<file path="config.mk">
export PLATFORM = sky130hd
export DESIGN_NAME = acia_bus_sequencer_flat
export DESIGN_NICKNAME = d
export VERILOG_FILES = /design/src/rtl/acia_bus_sequencer_if.sv /design/src/rtl/acia_bus_sequencer.sv /design/src/flat_wrapper.sv
export SDC_FILE = /design/constraint.sdc
export NUM_CORES = 1
export LEC_CHECK = 0
export CAP_MARGIN = 30
export CORE_MARGIN = 3
export CORE_UTILIZATION = 50
export DETAILED_ROUTE_END_ITERATION = 6
export PLACE_DENSITY = 0.92
export SKIP_CTS_REPAIR_TIMING = 1
export SLEW_MARGIN = 20
export SYNTH_ARGS = -nofsm -noshare
export SYNTH_HDL_FRONTEND = slang
export SYNTH_SLANG_ARGS = --single-unit
</file>
<file path="constraint.sdc">
create_clock -name clk -period 4.6 [get_ports clk]
set_input_delay 0.69 -clock clk [delete_from_list [all_inputs] [get_ports clk]]
set_output_delay 0.69 -clock clk [all_outputs]
set_load 0.01 [all_outputs]
</file>
<file path="src/rtl/acia_bus_sequencer_if.sv">
// CPU-side register bus of a 6850-style ACIA plus the client ports of the
// sequencer that owns it (two TX requesters, RX stream, config, init status).
interface acia_bus_sequencer_if;
  logic       acia_e;
  logic       acia_sel;
  logic       acia_rs;
  logic       acia_rw;
  logic [7:0] acia_din;
  logic [7:0] acia_dout;
  logic       tx0_valid;
  logic [7:0] tx0_data;
  logic       tx0_ready;
  logic       tx1_valid;
  logic [7:0] tx1_data;
  logic       tx1_ready;
  logic       rx_valid;
  logic [7:0] rx_data;
  logic [1:0] rx_err;
  logic       cfg_req;
  logic [7:0] cfg_data;
  logic       cfg_ack;
  logic       busy_init;

  modport master (
    output acia_e, acia_sel, acia_rs, acia_rw, acia_din,
    input  acia_dout,
    input  tx0_valid, tx0_data, tx1_valid, tx1_data,
    output tx0_ready, tx1_ready,
    output rx_valid, rx_data, rx_err,
    input  cfg_req, cfg_data,
    output cfg_ack, busy_init
  );

  modport slave (
    input  acia_e, acia_sel, acia_rs, acia_rw, acia_din,
    output acia_dout,
    output tx0_valid, tx0_data, tx1_valid, tx1_data,
    input  tx0_ready, tx1_ready,
    input  rx_valid, rx_data, rx_err,
    output cfg_req, cfg_data,
    input  cfg_ack, busy_init
  );
endinterface

</file>
<file path="src/rtl/acia_bus_sequencer.sv">
// Bus master for a 6850-style ACIA: init, continuous status polling, RX drain,
// round-robin TX sharing between two requesters and run-time CR writes.
module acia_bus_sequencer #(
  parameter int         E_DIV      = 32,
  parameter logic [7:0] CR_INIT    = 8'h16,
  parameter logic [7:0] WR_HOLDOFF = 8'd64
) (
  input logic                  clk,
  input logic                  reset,
  acia_bus_sequencer_if.master bus
);
  localparam int PW = $clog2(E_DIV);

  typedef enum logic [2:0] {INIT_MR, INIT_CR, POLL, RD_DATA, WR_CR, WR_DATA} state_t;

  state_t        state_q, state_d;
  logic [PW-1:0] ph_q, ph_d;
  logic [7:0]    hold_q, hold_d;
  logic          rr_q, rr_d;
  logic [7:0]    stat_q, stat_d;
  logic          sel_q, sel_d, rs_q, rs_d, rw_q, rw_d;
  logic [7:0]    din_q, din_d;
  logic          rx_valid_q, rx_valid_d;
  logic [7:0]    rx_data_q, rx_data_d;
  logic [1:0]    rx_err_q, rx_err_d;
  logic          cfg_ack_q, cfg_ack_d;
  logic          busy_q, busy_d;
  logic          wrote_q, wrote_d;

  logic cyc_start, cyc_end, any_v, gnt, grant_now;

  assign cyc_start = (ph_q == '0);
  assign cyc_end   = (ph_q == PW'(E_DIV - 1));
  assign any_v     = bus.tx0_valid | bus.tx1_valid;
  // Both valid: rr decides; otherwise whichever one is valid.
  assign gnt       = (bus.tx0_valid & bus.tx1_valid) ? rr_q : bus.tx1_valid;
  assign grant_now = (state_q == WR_DATA) && cyc_start && any_v;

  assign bus.acia_e    = (ph_q >= PW'(E_DIV / 2));
  assign bus.acia_sel  = sel_q;
  assign bus.acia_rs   = rs_q;
  assign bus.acia_rw   = rw_q;
  assign bus.acia_din  = din_q;
  assign bus.tx0_ready = grant_now & ~gnt;
  assign bus.tx1_ready = grant_now & gnt;
  assign bus.rx_valid  = rx_valid_q;
  assign bus.rx_data   = rx_data_q;
  assign bus.rx_err    = rx_err_q;
  assign bus.cfg_ack   = cfg_ack_q;
  assign bus.busy_init = busy_q;

  always_comb begin
    state_d    = state_q;
    ph_d       = cyc_end ? '0 : ph_q + PW'(1);
    hold_d     = (hold_q != 8'd0) ? hold_q - 8'd1 : hold_q;
    rr_d       = rr_q;
    stat_d     = stat_q;
    sel_d      = sel_q;
    rs_d       = rs_q;
    rw_d       = rw_q;
    din_d      = din_q;
    rx_valid_d = 1'b0;
    rx_data_d  = rx_data_q;
    rx_err_d   = rx_err_q;
    cfg_ack_d  = 1'b0;
    busy_d     = busy_q;
    wrote_d    = wrote_q;

    // Bus cycle setup: address/direction/data fixed for the whole E period.
    if (cyc_start) begin
      sel_d = 1'b1;
      unique case (state_q)
        INIT_MR: begin rs_d = 1'b0; rw_d = 1'b0; din_d = 8'h03; end
        INIT_CR: begin rs_d = 1'b0; rw_d = 1'b0; din_d = CR_INIT; end
        POLL:    begin rs_d = 1'b0; rw_d = 1'b1; end
        RD_DATA: begin rs_d = 1'b1; rw_d = 1'b1; end
        WR_CR:   begin rs_d = 1'b0; rw_d = 1'b0; din_d = bus.cfg_data; end
        WR_DATA: begin
          if (any_v) begin
            rs_d    = 1'b1;
            rw_d    = 1'b0;
            din_d   = gnt ? bus.tx1_data : bus.tx0_data;
            rr_d    = ~gnt;
            wrote_d = 1'b1;
          end else begin
            // Requester withdrew after the decision: fall back to a status read.
            rs_d    = 1'b0;
            rw_d    = 1'b1;
            wrote_d = 1'b0;
          end
        end
        default: ;
      endcase
    end

    if (cyc_end) begin
      unique case (state_q)
        INIT_MR: state_d = INIT_CR;
        INIT_CR: begin
          busy_d  = 1'b0;
          hold_d  = WR_HOLDOFF;
          state_d = POLL;
        end
        POLL: begin
          stat_d = bus.acia_dout;
          if (bus.acia_dout[0])
            state_d = RD_DATA;
          else if (bus.cfg_req)
            state_d = WR_CR;
          else if (bus.acia_dout[1] && hold_q == 8'd0 && any_v)
            state_d = WR_DATA;
        end
        RD_DATA: begin
          rx_data_d  = bus.acia_dout;
          rx_err_d   = stat_q[5:4];
          rx_valid_d = 1'b1;
          state_d    = POLL;
        end
        WR_CR: begin
          cfg_ack_d = 1'b1;
          hold_d    = WR_HOLDOFF;
          // A master-reset value leaves the ACIA unconfigured: redo the init write.
          if (din_q[1:0] == 2'b11) begin
            busy_d  = 1'b1;
            state_d = INIT_CR;
          end else begin
            state_d = POLL;
          end
        end
        WR_DATA: begin
          if (wrote_q) hold_d = WR_HOLDOFF;
          else         stat_d = bus.acia_dout;
          state_d = POLL;
        end
        default: state_d = INIT_MR;
      endcase
    end
  end

  always_ff @(posedge clk) begin
    if (reset) begin
      state_q    <= INIT_MR;
      ph_q       <= '0;
      hold_q     <= 8'd0;
      rr_q       <= 1'b0;
      stat_q     <= 8'd0;
      sel_q      <= 1'b0;
      rs_q       <= 1'b0;
      rw_q       <= 1'b0;
      din_q      <= 8'd0;
      rx_valid_q <= 1'b0;
      rx_data_q  <= 8'd0;
      rx_err_q   <= 2'd0;
      cfg_ack_q  <= 1'b0;
      busy_q     <= 1'b1;
      wrote_q    <= 1'b0;
    end else begin
      state_q    <= state_d;
      ph_q       <= ph_d;
      hold_q     <= hold_d;
      rr_q       <= rr_d;
      stat_q     <= stat_d;
      sel_q      <= sel_d;
      rs_q       <= rs_d;
      rw_q       <= rw_d;
      din_q      <= din_d;
      rx_valid_q <= rx_valid_d;
      rx_data_q  <= rx_data_d;
      rx_err_q   <= rx_err_d;
      cfg_ack_q  <= cfg_ack_d;
      busy_q     <= busy_d;
      wrote_q    <= wrote_d;
    end
  end
endmodule

</file>
<file path="src/flat_wrapper.sv">
// flat-port wrapper written by rule: the top's interface ports become plain ports
module acia_bus_sequencer_flat 
#(
  parameter int         E_DIV      = 32,
  parameter logic [7:0] CR_INIT    = 8'h16,
  parameter logic [7:0] WR_HOLDOFF = 8'd64
)
  (clk, reset, bus_acia_e, bus_acia_sel, bus_acia_rs, bus_acia_rw, bus_acia_din, bus_acia_dout, bus_tx0_valid, bus_tx0_data, bus_tx1_valid, bus_tx1_data, bus_tx0_ready, bus_tx1_ready, bus_rx_valid, bus_rx_data, bus_rx_err, bus_cfg_req, bus_cfg_data, bus_cfg_ack, bus_busy_init);
  acia_bus_sequencer_if bus_i ();
  input logic clk;
  input logic reset;
  output wire logic [$bits(bus_i.acia_e)-1:0] bus_acia_e;
  output wire logic [$bits(bus_i.acia_sel)-1:0] bus_acia_sel;
  output wire logic [$bits(bus_i.acia_rs)-1:0] bus_acia_rs;
  output wire logic [$bits(bus_i.acia_rw)-1:0] bus_acia_rw;
  output wire logic [$bits(bus_i.acia_din)-1:0] bus_acia_din;
  input wire logic [$bits(bus_i.acia_dout)-1:0] bus_acia_dout;
  input wire logic [$bits(bus_i.tx0_valid)-1:0] bus_tx0_valid;
  input wire logic [$bits(bus_i.tx0_data)-1:0] bus_tx0_data;
  input wire logic [$bits(bus_i.tx1_valid)-1:0] bus_tx1_valid;
  input wire logic [$bits(bus_i.tx1_data)-1:0] bus_tx1_data;
  output wire logic [$bits(bus_i.tx0_ready)-1:0] bus_tx0_ready;
  output wire logic [$bits(bus_i.tx1_ready)-1:0] bus_tx1_ready;
  output wire logic [$bits(bus_i.rx_valid)-1:0] bus_rx_valid;
  output wire logic [$bits(bus_i.rx_data)-1:0] bus_rx_data;
  output wire logic [$bits(bus_i.rx_err)-1:0] bus_rx_err;
  input wire logic [$bits(bus_i.cfg_req)-1:0] bus_cfg_req;
  input wire logic [$bits(bus_i.cfg_data)-1:0] bus_cfg_data;
  output wire logic [$bits(bus_i.cfg_ack)-1:0] bus_cfg_ack;
  output wire logic [$bits(bus_i.busy_init)-1:0] bus_busy_init;
  assign bus_acia_e = bus_i.acia_e;
  assign bus_acia_sel = bus_i.acia_sel;
  assign bus_acia_rs = bus_i.acia_rs;
  assign bus_acia_rw = bus_i.acia_rw;
  assign bus_acia_din = bus_i.acia_din;
  assign bus_i.acia_dout = bus_acia_dout;
  assign bus_i.tx0_valid = bus_tx0_valid;
  assign bus_i.tx0_data = bus_tx0_data;
  assign bus_i.tx1_valid = bus_tx1_valid;
  assign bus_i.tx1_data = bus_tx1_data;
  assign bus_tx0_ready = bus_i.tx0_ready;
  assign bus_tx1_ready = bus_i.tx1_ready;
  assign bus_rx_valid = bus_i.rx_valid;
  assign bus_rx_data = bus_i.rx_data;
  assign bus_rx_err = bus_i.rx_err;
  assign bus_i.cfg_req = bus_cfg_req;
  assign bus_i.cfg_data = bus_cfg_data;
  assign bus_cfg_ack = bus_i.cfg_ack;
  assign bus_busy_init = bus_i.busy_init;
  acia_bus_sequencer #(.E_DIV(E_DIV), .CR_INIT(CR_INIT), .WR_HOLDOFF(WR_HOLDOFF)) u_core (.clk(clk), .reset(reset), .bus(bus_i));
endmodule
</file>
==> run metrics, run 1 <==
outcome=completed; Total Nets Final=348; via count=1,947; routed wire length=5.20 mm; most frequent cells in the layout=clkdlybuf4s50_1 (63), dfxtp_1 (44), nand2_1 (26); Initial DRC Count=122; Seq/Total Area, Yosys=41.1%; Critical Path Sink Type=output port; Pins Over Slew Limit=0; worst-margin pin slew=0.849 ns; pwr/cell area=328 nW/um2; GP Congestion=0.784; async set-reset flop share out of synthesis=0%; Hold Violations, Final=0; synthesized area=2140 um2; clk_lat worst skew=0.29 ns; Area contributors post-synth=dfxtp_1 (41%), a21oi_1 (5.4%), nand2_1 (4.6%); Ports=64; Num CTS Buffers=5; clock sink count=44; worst r2r dst=u_core.bus.acia_din[2]; hold crit path type=reg -> reg; HPWL after detailed placement=3.76 mm; final worst setup slack=1.28 ns; core area=4060 um2; Static Leak=1.08 nW; Yosys warnings=0; initial antenna violation count=0; crit path to=bus_tx0_ready; Mean Syn Cell Area=8.50 um2; diodes inserted=0; overall power=0.940 mW; Startpoint Class=flop; post-synthesis cell type count=49; # rows=23; Max VDD drop=233 uV; maxcap violations=0; min cycle time layout=3.32 ns; Post-synth EDFFs=0; worst-path maximum fanout=6; All-Layer GR Usage=21.3%; DR WL/cell=14.6 um; Die W=71.4 um; DP Worst Slack=1.57 ns; r2r worst-path depth=6; Die ar.=5100 um2; RSZ-0062 raised after global routing=false; setup violators final=0; area growth from synthesis to layout=33.9%; Fin Setup TNS=0 ns; Critical path origin=u_core.ph_q[0]; residual DRC count=0; Initial Util=52.8%; FMAX=301 MHz; Port Buffers=63; period utilization=72.2%; clk root buf=clkbuf_8; Worst Path Arrival=2.63 ns; Critical Path, Cell by Cell=inv_1, ha_1, or4b_1, nor3_1, and3_1, clkdlybuf4s50_1; CTS H-tree depth=2; CP Class=reg -> out; max_slew headroom=43.3%; Max clock buf depth=2; Synth area leader=dfxtp_1; first-pass GRT wire length=8.70 mm; area share of the leading cell type in the synthesized netlist=41.1%; first drt pass iteration count=5; CP max-delay cell=or4b_1; Slowest Stage Delay on Critical Path=0.54 ns; Worst-path clk slew=0.07 ns; DRT antenna net count=0; pin count of the biggest net entering global routing=37; CTS tree=done; main flop type after synthesis=dfxtp_1; vias in the first global route=1,846; flops & latches, synth=44; post-synth net total=294; skew final=0.00619 ns; cells after synthesis=252; die height=71.4 um; layout cells sized above 1=5.23%; WP data required=3.91 ns; grt total ovfl=0; r2r setup slk=2.34 ns; reg2reg start=u_core.ph_q[0]; commonest non-fill, non-tap cell in the layout=clkdlybuf4s50_1; vias per inst=5.47
==> per-layer routing <==
layer	GRT usage, %	part of all wire [%]	vias to the layer above
met3	6.45	7.7	6
met5	0	0	-
met4	5.85	0.92	0
met1	27.9	46	883
li1	-	-	996
met2	34.1	45	62
==> power breakdown <==
group	switching (mW)	total [mW]	internal [mW]
registers	0.0322	0.447	0.415
clock network	0.122	0.256	0.134
logic	0.113	0.236	0.123
==> logic make-up after synthesis <==
kind of cell,after synthesis,synth area share [%]
and+or+nand+nor,99,24.3
AOI/OAI and AO/OA,61,20.2
DFF,44,41.1
buffers and inverters,30,5.61
xor gates and xnor gates,7,2.86
muxes,6,2.92
adders and majority gates,5,2.92
==> worst min-delay path by stage <==
stage,from,endpoint,slack [ns],cells past startpoint
final,u_core.stat_q[5],u_core.bus.rx_err[1],0.46,2
after global routing,u_core.bus.rx_data[6],u_core.bus.rx_data[6],0.49,2
after CTS,u_core.stat_q[5],u_core.bus.rx_err[1],0.46,2
after detailed placement,u_core.stat_q[5],u_core.bus.rx_err[1],0.45,2
after global placement,u_core.bus.rx_data[3],u_core.bus.rx_data[3],0.44,2
after floorplan,u_core.stat_q[4],u_core.bus.rx_err[0],0.43,2
==> critical path, delay by kind of cell, from the launching register on <==
family                   cells  cell delay (ns)
adder cells (fa/ha/maj)      1             0.12
buffers and inverters        2             0.60
flip-flops                   1             0.34
AND/OR/NAND/NOR              3             1.28
==> per-stage QoR <==
| stage | area [um2] | hold WS, ns | std cells | util, % |
|---|---|---|---|---|
| detailed placement | 2770 | 0.448 | 349 | 68.3 |
| global placement | 2770 | 0.441 | 349 | 68.3 |
| floorplan | 2140 | 0.432 | 252 | - |
| global route | 2870 | 0.488 | 356 | 70.6 |
| finish | 2870 | 0.455 | 356 | 70.6 |
| CTS | 2870 | 0.459 | 356 | 70.6 |
==> flip-flops by register name, indices dropped and copies added (netlist names) <==
name,count
u_core.bus.busy_init,1
u_core.bus.rx_valid,1
u_core.bus.rx_data,8
u_core.bus.acia_din,8
u_core.bus.acia_rw,1
u_core.bus.rx_err,2
u_core.hold_q,8
u_core.rr_q,1
u_core.wrote_q,1
u_core.bus.acia_sel,1
u_core.stat_q,2
u_core.bus.cfg_ack,1
u_core.state_q,3
u_core.bus.acia_rs,1
u_core.ph_q,5
==> Yosys cell counts, drive strengths merged (3+ instances only) <==
library cell / number
nand2b: 10
ha: 5
nand3: 3
nor3b: 4
xnor2: 5
a2111oi: 4
nor2b: 6
nor4: 5
and3: 4
or4b: 3
mux2i: 4
o2bb2ai: 4
a311oi: 3
o21ai: 5
clkbuf: 15
a21oi: 23
a211oi: 7
nor3: 6
inv: 13
nand2: 26
dfxtp: 44
nor2: 22
==> final cells by class <==
class | instances | area (um2)
Clock buffer | 7 | 96.3
Multi-Input combinational cell | 178 | 1140
Tap cell | 50 | 62.6
Timing Repair Buffer | 64 | 638
Inverter | 13 | 48.8
Sequential cell | 44 | 881
Fill cell | 335 | 1190
Power figures use the tool's default switching activity.
==> inputs of run 2 (changes only) <==
--- a/config.mk
+++ b/config.mk
@@ -7,9 +7,9 @@
 export LEC_CHECK = 0
 export CAP_MARGIN = 30
 export CORE_MARGIN = 3
-export CORE_UTILIZATION = 50
+export CORE_UTILIZATION = 42
 export DETAILED_ROUTE_END_ITERATION = 6
-export PLACE_DENSITY = 0.92
+export PLACE_DENSITY = 0.83
 export SKIP_CTS_REPAIR_TIMING = 1
 export SLEW_MARGIN = 20
 export SYNTH_ARGS = -nofsm -noshare
==> constraint.sdc (replaced) <==
create_clock -name clk -period 2.9 [get_ports clk]
set_input_delay 0.435 -clock clk [delete_from_list [all_inputs] [get_ports clk]]
set_output_delay 0.435 -clock clk [all_outputs]
set_load 0.01 [all_outputs]
==> run metrics, run 2 (same netlist as run 1, synthesis figures left out) <==
clock sink count=44 (unchanged); core area=4820 um2 (+19%); skew final=0.00215 ns (-0.00404 ns); area growth from synthesis to layout=36.7%; maxcap violations=0 (unchanged); pwr/cell area=507 nW/um2 (+55%); Total Nets Final=352 (+1.1%); clk root buf=clkbuf_8; GP Congestion=0.800 (+2.0%); vias per inst=5.34 (-2.4%); initial antenna violation count=0 (unchanged); fin cells=377 (+5.9%); residual DRC count=0 (unchanged); Initial DRC Count=104 (-15%); via count=2,012 (+3.3%); CTS H-tree depth=2 (unchanged); CTS tree=done; worst-margin pin slew=0.507 ns (-0.342 ns); Port Buffers=63 (unchanged); overall power=1.48 mW (+58%); grt total ovfl=0 (unchanged); outcome=completed; period utilization=94.0%; Worst Path Arrival=2.29 ns (-0.34 ns); vias in the first global route=1,899 (+2.9%); worst hold slack=0.457 ns (+0.00215 ns); worst-path maximum fanout=6 (unchanged); Worst-path clk slew=0.08 ns (about the same); Post-Place Cell Area=2820 um2 (+1.9%); commonest non-fill, non-tap cell in the layout=clkdlybuf4s50_1; Ports=64 (unchanged); DRT antenna net count=0 (unchanged); Num CTS Buffers=5 (unchanged); cell count after placement=370 (+6.0%); All-Layer GR Usage=18.3% (-3.0 points); routed wire length=5.36 mm (+3.2%); Die ar.=5990 um2 (+17%); max_slew headroom=66.1% (+23 points); Static Leak=1.10 nW (+2.1%); first-pass GRT wire length=8.87 mm (+1.9%); HPWL after detailed placement=4.00 mm (+6.2%); # rows=25 (+8.7%); layout cells sized above 1=7.10% (+1.9 points); first drt pass iteration count=4 (-1); Max clock buf depth=2 (unchanged); Startpoint Class=flop; WP data required=2.47 ns (-1.44 ns); CP Class=reg -> out; pin count of the biggest net entering global routing=36 (-2.7%); diodes inserted=0 (unchanged); Hold Violations, Final=0 (unchanged); Critical Path Sink Type=output port; FMAX=367 MHz; die height=77.4 um (+8.3%); hold crit path type=reg -> reg; Pins Over Slew Limit=0 (unchanged); Die W=77.4 um (+8.3%); DR WL/cell=14.2 um (-2.6%); clk_lat worst skew=0.29 ns (about the same); RSZ-0062 raised after global routing=false; setup violators final=0 (unchanged); Max VDD drop=324 uV (+39%); most frequent cells in the layout=clkdlybuf4s50_1 (63), dfxtp_1 (44), nand2_1 (26); min cycle time layout=2.73 ns; Initial Util=44.4% (-8.3 points); post-route cell area=2930 um2 (+2.1%)
[run 2: worst paths after layout]
kind	startpoint	to	slack (ns)	depth (start not counted)
max	u_core.ph_q[0]	bus_tx1_ready	0.17	6
min	u_core.bus.rx_data[1]	u_core.bus.rx_data[1]	0.46	2
max reg2reg	u_core.ph_q[0]	u_core.bus.acia_din[2]	0.71	6
min reg2reg	u_core.bus.rx_data[1]	u_core.bus.rx_data[1]	0.46	2
[run 2: final cells by class]
class                           count  area (um2)
Tap cell                           67        83.8
Fill cell                         433        1890
Timing Repair Buffer               68         668
Sequential cell                    44         881
Inverter                           13        48.8
Multi-Input combinational cell    178        1150
Clock buffer                        7        96.3
[run 2: report_power, final]
part / total (mW) / switching, mW / internal [mW]
Sequential: 0.708 / 0.0498 / 0.658
Clock: 0.408 / 0.196 / 0.212
Combinational: 0.369 / 0.172 / 0.197
Total: 1.48 / 0.417 / 1.07
[run 2: worst max-delay path, stage by stage, from the launching register on]
cell and delay, ns:
dfxtp_1 0.34, inv_1 0.06, ha_1 0.12, or4b_4 0.50, nor3_2 0.22, and3_1 0.20, clkdlybuf4s50_1 0.54
[run 2: per-layer routing]
| metal | up-vias | share of wire [%] | GRT usage [%] |
|---|---|---|---|
| li1 | 1006 | - | - |
| met1 | 948 | 45 | 23.1 |
| met2 | 45 | 49 | 29.0 |
| met3 | 13 | 3.7 | 5.57 |
| met4 | 0 | 2.6 | 7.47 |
| met5 | - | 0 | 0 |
[run 2: per-stage QoR]
step | worst slack [ns] | TNS, ns | utilization [%]
6_report | 0.175 | 0 | 60.8
5_1_grt | 0.0944 | 0 | 60.8
4_1_cts | -0.0343 | -0.0566 | 60.6
3_5_place_dp | 0.302 | 0 | 58.6
3_3_place_gp | 0.374 | 0 | 58.6
2_1_floorplan | 0.769 | 0 | -
==> inputs of run 3 (changes only) <==
--- a/config.mk
+++ b/config.mk
@@ -6,10 +6,11 @@
 export NUM_CORES = 1
 export LEC_CHECK = 0
 export CAP_MARGIN = 30
-export CORE_MARGIN = 3
-export CORE_UTILIZATION = 42
+export CORE_MARGIN = 2
+export CORE_UTILIZATION = 44
+export CTS_BUF_LIST = sky130_fd_sc_hd__clkbuf_2 sky130_fd_sc_hd__clkbuf_4 sky130_fd_sc_hd__clkbuf_8
 export DETAILED_ROUTE_END_ITERATION = 6
-export PLACE_DENSITY = 0.83
+export PLACE_DENSITY = 0.86
 export SKIP_CTS_REPAIR_TIMING = 1
 export SLEW_MARGIN = 20
 export SYNTH_ARGS = -nofsm -noshare
==> run metrics, run 3 (same netlist as run 1, synthesis figures left out) <==
outcome=completed; Num CTS Buffers=5 (unchanged); via count=1,966 (-2.3%); most frequent cells in the layout=clkdlybuf4s50_1 (63), dfxtp_1 (44), nand2_1 (26); Pins Over Slew Limit=0 (unchanged); Fin Setup TNS=0 ns (unchanged); first-pass GRT wire length=8.24 mm (-7.1%); Pint=1.12 mW (+4.6%); first drt pass iteration count=4 (unchanged); CTS tree=done; area growth from synthesis to layout=37.0%; Initial DRC Count=141 (+36%); WP data required=2.47 ns (about the same); reg2reg start=u_core.ph_q[0]; Comb power frac=24.0% (-0.8 points); Max VDD drop=383 uV (+18%); DR WL/cell=13.9 um (-2.0%); FMAX=365 MHz (-0.55%); clk root buf=clkbuf_8; skew final=0.00863 ns (+0.00648 ns); Port Buffers=63 (unchanged); die height=73.8 um (-4.7%); GP Congestion=0.820 (+2.5%); DRT antenna net count=0 (unchanged); HPWL after detailed placement=3.84 mm (-4.0%); worst-margin pin slew=0.464 ns (-0.0438 ns); layout cells sized above 1=7.37% (+0.28 points); switching power=0.442 mW (+5.9%); Ports=64 (unchanged); Worst Path Arrival=2.31 ns (+0.02 ns); min cycle time layout=2.74 ns (+0.0151 ns); clk_lat worst skew=0.30 ns (about the same); crit path to=bus_tx1_ready; vias in the first global route=1,809 (-4.7%); fin cells=366 (-2.9%); vias per inst=5.37 (+0.65%); Die ar.=5440 um2 (-9.2%); RSZ-0062 raised after global routing=false; routed wire length=5.10 mm (-4.9%); pwr/cell area=531 nW/um2 (+4.7%); grt total ovfl=0 (unchanged); Clock power frac=30.7% (+3.2 points); commonest non-fill, non-tap cell in the layout=clkdlybuf4s50_1; Initial Util=45.6% (+1.2 points); period utilization=94.5% (+0.52 points); Critical path origin=u_core.ph_q[0]; Filler Cell Count=397 (-8.3%); Total Nets Final=353 (+0.28%); All-Layer GR Usage=19.7% (+1.4 points); Hold Violations, Final=0 (unchanged); Startpoint Class=flop; diodes inserted=0 (unchanged); r2r setup slk=0.62 ns (-0.09 ns); core area=4690 um2 (-2.6%); initial antenna violation count=0 (unchanged); # rows=25 (unchanged); pin count of the biggest net entering global routing=36 (unchanged); worst r2r dst=u_core.bus.acia_din[2]; residual DRC count=0 (unchanged); setup violators final=0 (unchanged); Die W=73.8 um (-4.7%); worst-path maximum fanout=6 (unchanged); clock sink count=44 (unchanged); max_slew headroom=69.0% (+2.9 points); CTS H-tree depth=2 (unchanged); maxcap violations=0 (unchanged); cell count after placement=358 (-3.2%); Static Leak=1.11 nW (+1.0%); r2r worst-path depth=7 (+1); Flop pwr share=45.4% (-2.3 points); Worst-path clk slew=0.08 ns (about the same); switch share=28.4% (+0.26 points); hold crit path type=reg -> reg; Max clock buf depth=2 (unchanged); CP Class=reg -> out; Critical Path Sink Type=output port
[run 3: power by group through the flow]
stage	registers, mW	clock network (mW)	logic, mW
after global placement	0.716	0	0.360
after detailed placement	0.721	0	0.376
after global routing	0.714	0.510	0.415
after CTS	0.706	0.484	0.378
after floorplan	0.713	0	0.274
final	0.706	0.477	0.373
[run 3: area by class of cell]
type                            count  area [um2]  share of cell area, %
Tap cell                           54        67.6                   2.30
Sequential cell                    44         881                   30.0
Inverter                           13        48.8                   1.66
Clock buffer                        5        68.8                   2.35
Timing Repair Buffer               69         676                   23.0
Multi-Input combinational cell    178        1140                   39.0
Clock inverter                      3        46.3                   1.58
[run 3: metrics by stage]
step | util (%) | cell area [um2] | total power [mW] | hold WS [ns] | worst slack [ns]
after floorplan | - | 2140 | 0.986 | 0.432 | 0.769
after global placement | 59.9 | 2810 | 1.08 | 0.440 | 0.430
after detailed placement | 59.9 | 2810 | 1.10 | 0.441 | 0.392
after CTS | 62.4 | 2930 | 1.57 | 0.461 | 0.129
after global routing | 62.5 | 2930 | 1.64 | 0.483 | 0.0272
final | 62.5 | 2930 | 1.56 | 0.455 | 0.160
[run 3: critical path, cell delays in order, from the launching register on]
cell and delay (ns):
dfxtp_1 0.34, inv_1 0.06, ha_1 0.12, or4b_1 0.47, nor3_2 0.16, buf_4 0.16, and3_1 0.15, clkdlybuf4s50_1 0.53
[run 3: per-layer routing]
metal,vias to the layer above,share of wire (%),GRT usage [%]
met5,-,0,0
met4,0,2.0,9.09
met3,8,4.5,5.49
met2,41,47,30.2
met1,905,46,25.6
li1,1012,-,-
[run 3: worst min-delay path by stage]
stage                              start              endpoint  slack [ns]  cells past startpoint
floorplan               u_core.stat_q[4]  u_core.bus.rx_err[0]        0.43                      2
global placement     u_core.bus.acia_sel   u_core.bus.acia_sel        0.44                      2
detailed placement   u_core.bus.acia_sel   u_core.bus.acia_sel        0.44                      2
CTS                  u_core.bus.acia_sel   u_core.bus.acia_sel        0.46                      2
global route        u_core.bus.rx_err[1]  u_core.bus.rx_err[1]        0.48                      2
finish               u_core.bus.acia_sel   u_core.bus.acia_sel        0.45                      2
